==> config.mk <==
export PLATFORM = sky130hd
export DESIGN_NAME = instr_loader
export DESIGN_NICKNAME = d
export VERILOG_FILES = /design/src/rtl/instr_loader.sv
export SDC_FILE = /design/constraint.sdc
export NUM_CORES = 1
export LEC_CHECK = 0
export CORE_MARGIN = 1.5
export CORE_UTILIZATION = 48
export DETAILED_ROUTE_END_ITERATION = 6
export HOLD_SLACK_MARGIN = 0.15
export PLACE_DENSITY = 0.85
export SYNTH_ARGS = -nofsm -noshare
export SYNTH_HDL_FRONTEND = slang
export SYNTH_SLANG_ARGS = --single-unit
==> constraint.sdc <==
create_clock -name clk -period 4.3 [get_ports clk]
set_input_delay 0.645 -clock clk [delete_from_list [all_inputs] [get_ports clk]]
set_output_delay 0.645 -clock clk [all_outputs]
set_load 0.01 [all_outputs]
==> src/rtl/instr_loader.sv <==
// Instruction loader. Accepts 32-bit instruction words over a valid/ready
// handshake and writes each word into a byte-wide instruction memory in
// big-endian order. Four consecutive write cycles follow each accepted word.
// A word that would extend past the last memory location is dropped, and the
// session ends with the sticky overflow flag set.
module instr_loader #(
    parameter int ADDRESS_WIDTH = 32,
    parameter int DATA_WIDTH    = 8,
    parameter int DEPTH         = 28
) (
    input  logic                     clk,
    input  logic                     rst,
    input  logic                     start,
    input  logic [ADDRESS_WIDTH-1:0] base_addr,
    input  logic                     in_valid,
    input  logic [31:0]              in_word,
    input  logic                     in_last,
    output logic                     in_ready,
    output logic                     wr_en,
    output logic [ADDRESS_WIDTH-1:0] wr_addr,
    output logic [DATA_WIDTH-1:0]    wr_data,
    output logic                     busy,
    output logic                     done,
    output logic                     overflow,
    output logic [ADDRESS_WIDTH-1:0] word_count
);

    typedef enum logic [1:0] {
        IDLE,
        WAIT_WORD,
        WRITE,
        DONE
    } state_t;

    // Highest legal byte address. It is one bit wider than the pointer, so
    // the bounds check cannot wrap.
    localparam logic [ADDRESS_WIDTH:0] LAST_ADDR = (ADDRESS_WIDTH+1)'(DEPTH - 1);

    state_t                   state_q, state_d;
    logic [ADDRESS_WIDTH-1:0] ptr_q, ptr_d;
    logic [31:0]              word_q, word_d;
    logic                     last_q, last_d;
    logic [1:0]               byte_cnt_q, byte_cnt_d;
    logic                     in_ready_q, in_ready_d;
    logic                     wr_en_q, wr_en_d;
    logic [ADDRESS_WIDTH-1:0] wr_addr_q, wr_addr_d;
    logic [DATA_WIDTH-1:0]    wr_data_q, wr_data_d;
    logic                     busy_q, busy_d;
    logic                     done_q, done_d;
    logic                     overflow_q, overflow_d;
    logic [ADDRESS_WIDTH-1:0] word_count_q, word_count_d;

    logic [ADDRESS_WIDTH:0]   ptr_plus3;
    logic                     word_fits;
    logic                     transfer;
    logic [1:0]               next_cnt;

    assign ptr_plus3 = {1'b0, ptr_q} + (ADDRESS_WIDTH+1)'(3);
    assign word_fits = (ptr_plus3 <= LAST_ADDR);
    assign transfer  = in_valid && in_ready_q;
    assign next_cnt  = byte_cnt_q + 2'd1;

    // Big-endian byte select: index 0 is the most significant byte.
    function automatic logic [7:0] word_byte(input logic [31:0] w, input logic [1:0] idx);
        logic [7:0] b;
        case (idx)
            2'd0: b = w[31:24];
            2'd1: b = w[23:16];
            2'd2: b = w[15:8];
            default: b = w[7:0];
        endcase
        return b;
    endfunction

    // Next-state and next-output logic for the load FSM.
    always_comb begin
        // NOTE: every _d starts from a default, so no path leaves a signal unassigned and no latch is inferred.
        state_d      = state_q;
        ptr_d        = ptr_q;
        word_d       = word_q;
        last_d       = last_q;
        byte_cnt_d   = byte_cnt_q;
        overflow_d   = overflow_q;
        word_count_d = word_count_q;
        in_ready_d   = 1'b0;
        wr_en_d      = 1'b0;
        wr_addr_d    = '0;
        wr_data_d    = '0;
        busy_d       = 1'b0;
        done_d       = 1'b0;

        case (state_q)
            IDLE: begin
                if (start) begin
                    ptr_d        = base_addr;
                    word_count_d = '0;
                    overflow_d   = 1'b0;
                    state_d      = WAIT_WORD;
                    in_ready_d   = 1'b1;
                    busy_d       = 1'b1;
                end
            end

            WAIT_WORD: begin
                in_ready_d = 1'b1;
                busy_d     = 1'b1;
                if (transfer) begin
                    in_ready_d = 1'b0;
                    if (word_fits) begin
                        word_d     = in_word;
                        last_d     = in_last;
                        byte_cnt_d = 2'd0;
                        state_d    = WRITE;
                        wr_en_d    = 1'b1;
                        wr_addr_d  = ptr_q;
                        wr_data_d  = DATA_WIDTH'(word_byte(in_word, 2'd0));
                    end else begin
                        overflow_d = 1'b1;
                        state_d    = DONE;
                        busy_d     = 1'b0;
                        done_d     = 1'b1;
                    end
                end
            end

            WRITE: begin
                busy_d = 1'b1;
                if (byte_cnt_q == 2'd3) begin
                    ptr_d        = ptr_q + ADDRESS_WIDTH'(4);
                    word_count_d = word_count_q + ADDRESS_WIDTH'(1);
                    if (last_q) begin
                        state_d = DONE;
                        busy_d  = 1'b0;
                        done_d  = 1'b1;
                    end else begin
                        state_d    = WAIT_WORD;
                        in_ready_d = 1'b1;
                    end
                end else begin
                    byte_cnt_d = next_cnt;
                    wr_en_d    = 1'b1;
                    wr_addr_d  = ptr_q + ADDRESS_WIDTH'(next_cnt);
                    wr_data_d  = DATA_WIDTH'(word_byte(word_q, next_cnt));
                end
            end

            DONE: begin
                state_d = IDLE;
            end

            default: begin
                state_d = IDLE;
            end
        endcase
    end

    // State and registered outputs; reset returns everything to idle zeros.
    always_ff @(posedge clk or posedge rst) begin
        if (rst) begin
            state_q      <= IDLE;
            ptr_q        <= '0;
            word_q       <= '0;
            last_q       <= 1'b0;
            byte_cnt_q   <= 2'd0;
            in_ready_q   <= 1'b0;
            wr_en_q      <= 1'b0;
            wr_addr_q    <= '0;
            wr_data_q    <= '0;
            busy_q       <= 1'b0;
            done_q       <= 1'b0;
            overflow_q   <= 1'b0;
            word_count_q <= '0;
        end else begin
            // NOTE: non-blocking assignments make all registers update together from pre-edge values.
            state_q      <= state_d;
            ptr_q        <= ptr_d;
            word_q       <= word_d;
            last_q       <= last_d;
            byte_cnt_q   <= byte_cnt_d;
            in_ready_q   <= in_ready_d;
            wr_en_q      <= wr_en_d;
            wr_addr_q    <= wr_addr_d;
            wr_data_q    <= wr_data_d;
            busy_q       <= busy_d;
            done_q       <= done_d;
            overflow_q   <= overflow_d;
            word_count_q <= word_count_d;
        end
    end

    assign in_ready   = in_ready_q;
    assign wr_en      = wr_en_q;
    assign wr_addr    = wr_addr_q;
    assign wr_data    = wr_data_q;
    assign busy       = busy_q;
    assign done       = done_q;
    assign overflow   = overflow_q;
    assign word_count = word_count_q;

endmodule
==> metrics <==
status=complete, no violations; first-pass GRT wire length=37.4 mm; Synth area leaders=dfrtp_1 (45%), a21oi_1 (4.9%), nor2_1 (3.7%); sequential area share after synthesis=44.6%; critical path class=reg -> reg; P_leak=4.26 nW; Worst Path Buf+Inv=2; met2 GRT Util=40.9%; EDFF count, synth=0; die area=17800 µm²; I/O pin count=146; cell area after synthesis=8180 µm²; hold_ws=495 ps; CTS Buf Count=17; die width=134 µm; Final min period=3520 ps; Hold Path Class=reg -> reg; CTS tree=yes; Worst Path Arrival=3850 ps; Synth top area share=44.6%; core area=16600 µm²; global placement routability congestion=0.993; later-pin clock latency in the skew report=430 ps; slowest stage delay, CP=510 ps; Post-layout nets=1072; initial antenna violation count=0; f_max=0.284 GHz; Avg Inst Size Synth=9.32 µm²; Clock transition at path regs=70 ps; most frequent cell after synthesis=dfrtp_1; setup_tns=0 ps; #FFs+latches synth=146; Post-Place Cells=1189; CP cell instances=inv_1 -> ha_1 -> nand4b_1 -> nor2_1 -> and3_1 -> a31oi_1 -> a2111oi_2 -> nand4_2 -> buf_4 -> nor2_4 -> o2bb2ai_1; CP delay by family, top=simple AND/OR/NAND/NOR gates; Vias=7418; vias in the first global route=7030; ys flop type=dfrtp_1; largest net degree at the start of global routing=56; final worst path period share=81.8%; Syn Nets=962; Netlist cell types=74; Worst Setup End Kind=flip-flop; Syn. warnings=0; grt met3 use=4.34%; drt total wl=23.5 mm; clock buffer depth=2; pwr/cell area=588 nW/µm²; Hold Vio Cnt, Final=0; DP Wirelength=16.4 mm; Worst Setup Start Kind=flip-flop; Fin Clk Skew=12.9 ps; Setup-failing EPs final=0; Syn Inst Count=878; diodes inserted=0; Post-CTS Setup Bufs=0; ANT nets after route=0; vias per cell=6.08; Die Y-Extent=134 µm; max-slew violations=0; clk sink count=146; First-pass DRT Iterations=5; # rows=47; CTS Hold Bufs=0; GRT busiest layer=met2; total track usage=26.7%; Post-synth ARST share=100%; relative slew slack=31.0%; CP required=4630 ps; Max VDD drop=500 µV; PortBufs=145; GRT overflow=0; CTS root buf=clkbuf_16; worst slew pin tran=1030 ps; top cells by count, synth=dfrtp_1 (146), a21oi_1 (80), nor2_1 (80); Area growth syn-to-layout=25.5%; DR DRC count=0; unrepaired setup endpoints after global routing=no; Non-Filler Instances=1221; H-Tree Depth=4; CTS resizes=0; Layout Utilization=61.7%; largest area contributor in the netlist=dfrtp_1; DR WL/cell=19.2 µm; layout cells sized above 1=8.89%; total of max-cap violations=0; Crit Path Max Fanout=43; initial core utilization=49.2%; slowest cell on the critical path=dfrtp_1; grt met1 use=37.2%; Initial DRC Count=721
[worst paths after layout]
path / start / endpoint / slack, ps / cells after the start
max: ptr_q[0] / wr_data[5] / 780 / 11
min: word_q[2] / word_q[2] / 490 / 1
max reg2reg: ptr_q[0] / wr_data[5] / 780 / 11
min reg2reg: word_q[2] / word_q[2] / 490 / 1
max in group asynchronous: rst / word_q[6] / 2720 / 3
min in group asynchronous: rst / ptr_q[14] / 800 / 2
[worst reg2reg max path, cell delays in order, from the launching register on]
cell       delay [ps]
dfrtp_1           510
inv_1             110
ha_1              240
nand4b_1          320
nor2_1            420
and3_1            220
a31oi_1            90
a2111oi_2         430
nand4_2           250
buf_4             370
nor2_4            300
o2bb2ai_1         160
[placed cells by master (no fill, tap or decap), drive strengths merged, types with 14 or more instances in the layout]
cell type / Yosys / routed
buf: 21 / 14
inv: 20 / 24
nor3: 26 / 26
nand3: 32 / 32
nor2: 82 / 82
and3: 21 / 21
a21oi: 80 / 80
o22ai: 17 / 17
clkbuf: 47 / 19
dfrtp: 146 / 146
ha: 14 / 14
clkdlybuf4s50: 0 / 145
nand2: 61 / 61
xnor2: 18 / 18
xor2: 25 / 25
nand4: 30 / 30
o21ai: 55 / 55
mux2: 34 / 34
[final cells by class]
| class | instances | area, µm² |
|---|---|---|
| fillers | 1351 | 6370 |
| multi-input cells | 643 | 4140 |
| flip-flops and latches | 146 | 3650 |
| repair buffers | 159 | 1580 |
| clock buffers | 19 | 443 |
| well taps | 220 | 275 |
| clock inverters | 13 | 101 |
| inverters | 21 | 82.6 |
[per-stage QoR]
step | instance area, µm² | setup slack (ps) | power, mW
final | 10300 | 785 | 6.04
after global routing | 10300 | 527 | 6.39
after CTS | 10300 | 855 | 6.00
after detailed placement | 9730 | 869 | 4.60
after global placement | 9730 | 969 | 4.55
after floorplan | 8190 | 1480 | 3.76
[report_power, final]
| part | total (mW) | switching (mW) | internal, mW |
|---|---|---|---|
| clock network | 1.39 | 0.623 | 0.762 |
| registers | 2.17 | 0.523 | 1.65 |
| logic | 2.49 | 1.51 | 0.979 |
[logic make-up (layout without fill, tap and decap cells)]
family,count (synthesis),count (layout),synth area share [%]
and+or+nand+nor,310,310,20.0
AOI/OAI and AO/OA,232,232,17.7
DFF,146,146,44.6
buffers and inverters,89,212,4.88
xor gates and xnor gates,43,43,4.60
muxes,43,43,5.78
adders and majority gates,15,15,2.39
[per-layer routing]
| layer | wire, µm | share of wire (%) |
|---|---|---|
| met1 | 10200 | 44 |
| met2 | 10800 | 46 |
| met3 | 1500 | 6.4 |
| met4 | 877 | 3.7 |
| met5 | 0 | 0 |
[state kept, by name, summed over array words and instances, names as in the netlist]
register / count
ptr_q: 32
word_count: 32
word_q: 32
wr_addr: 32
wr_data: 8
byte_cnt_q: 2
state_q: 2
busy: 1
done: 1
in_ready: 1
last_q: 1
overflow: 1
wr_en: 1
No activity file was read; power rests on OpenSTA's default activity.
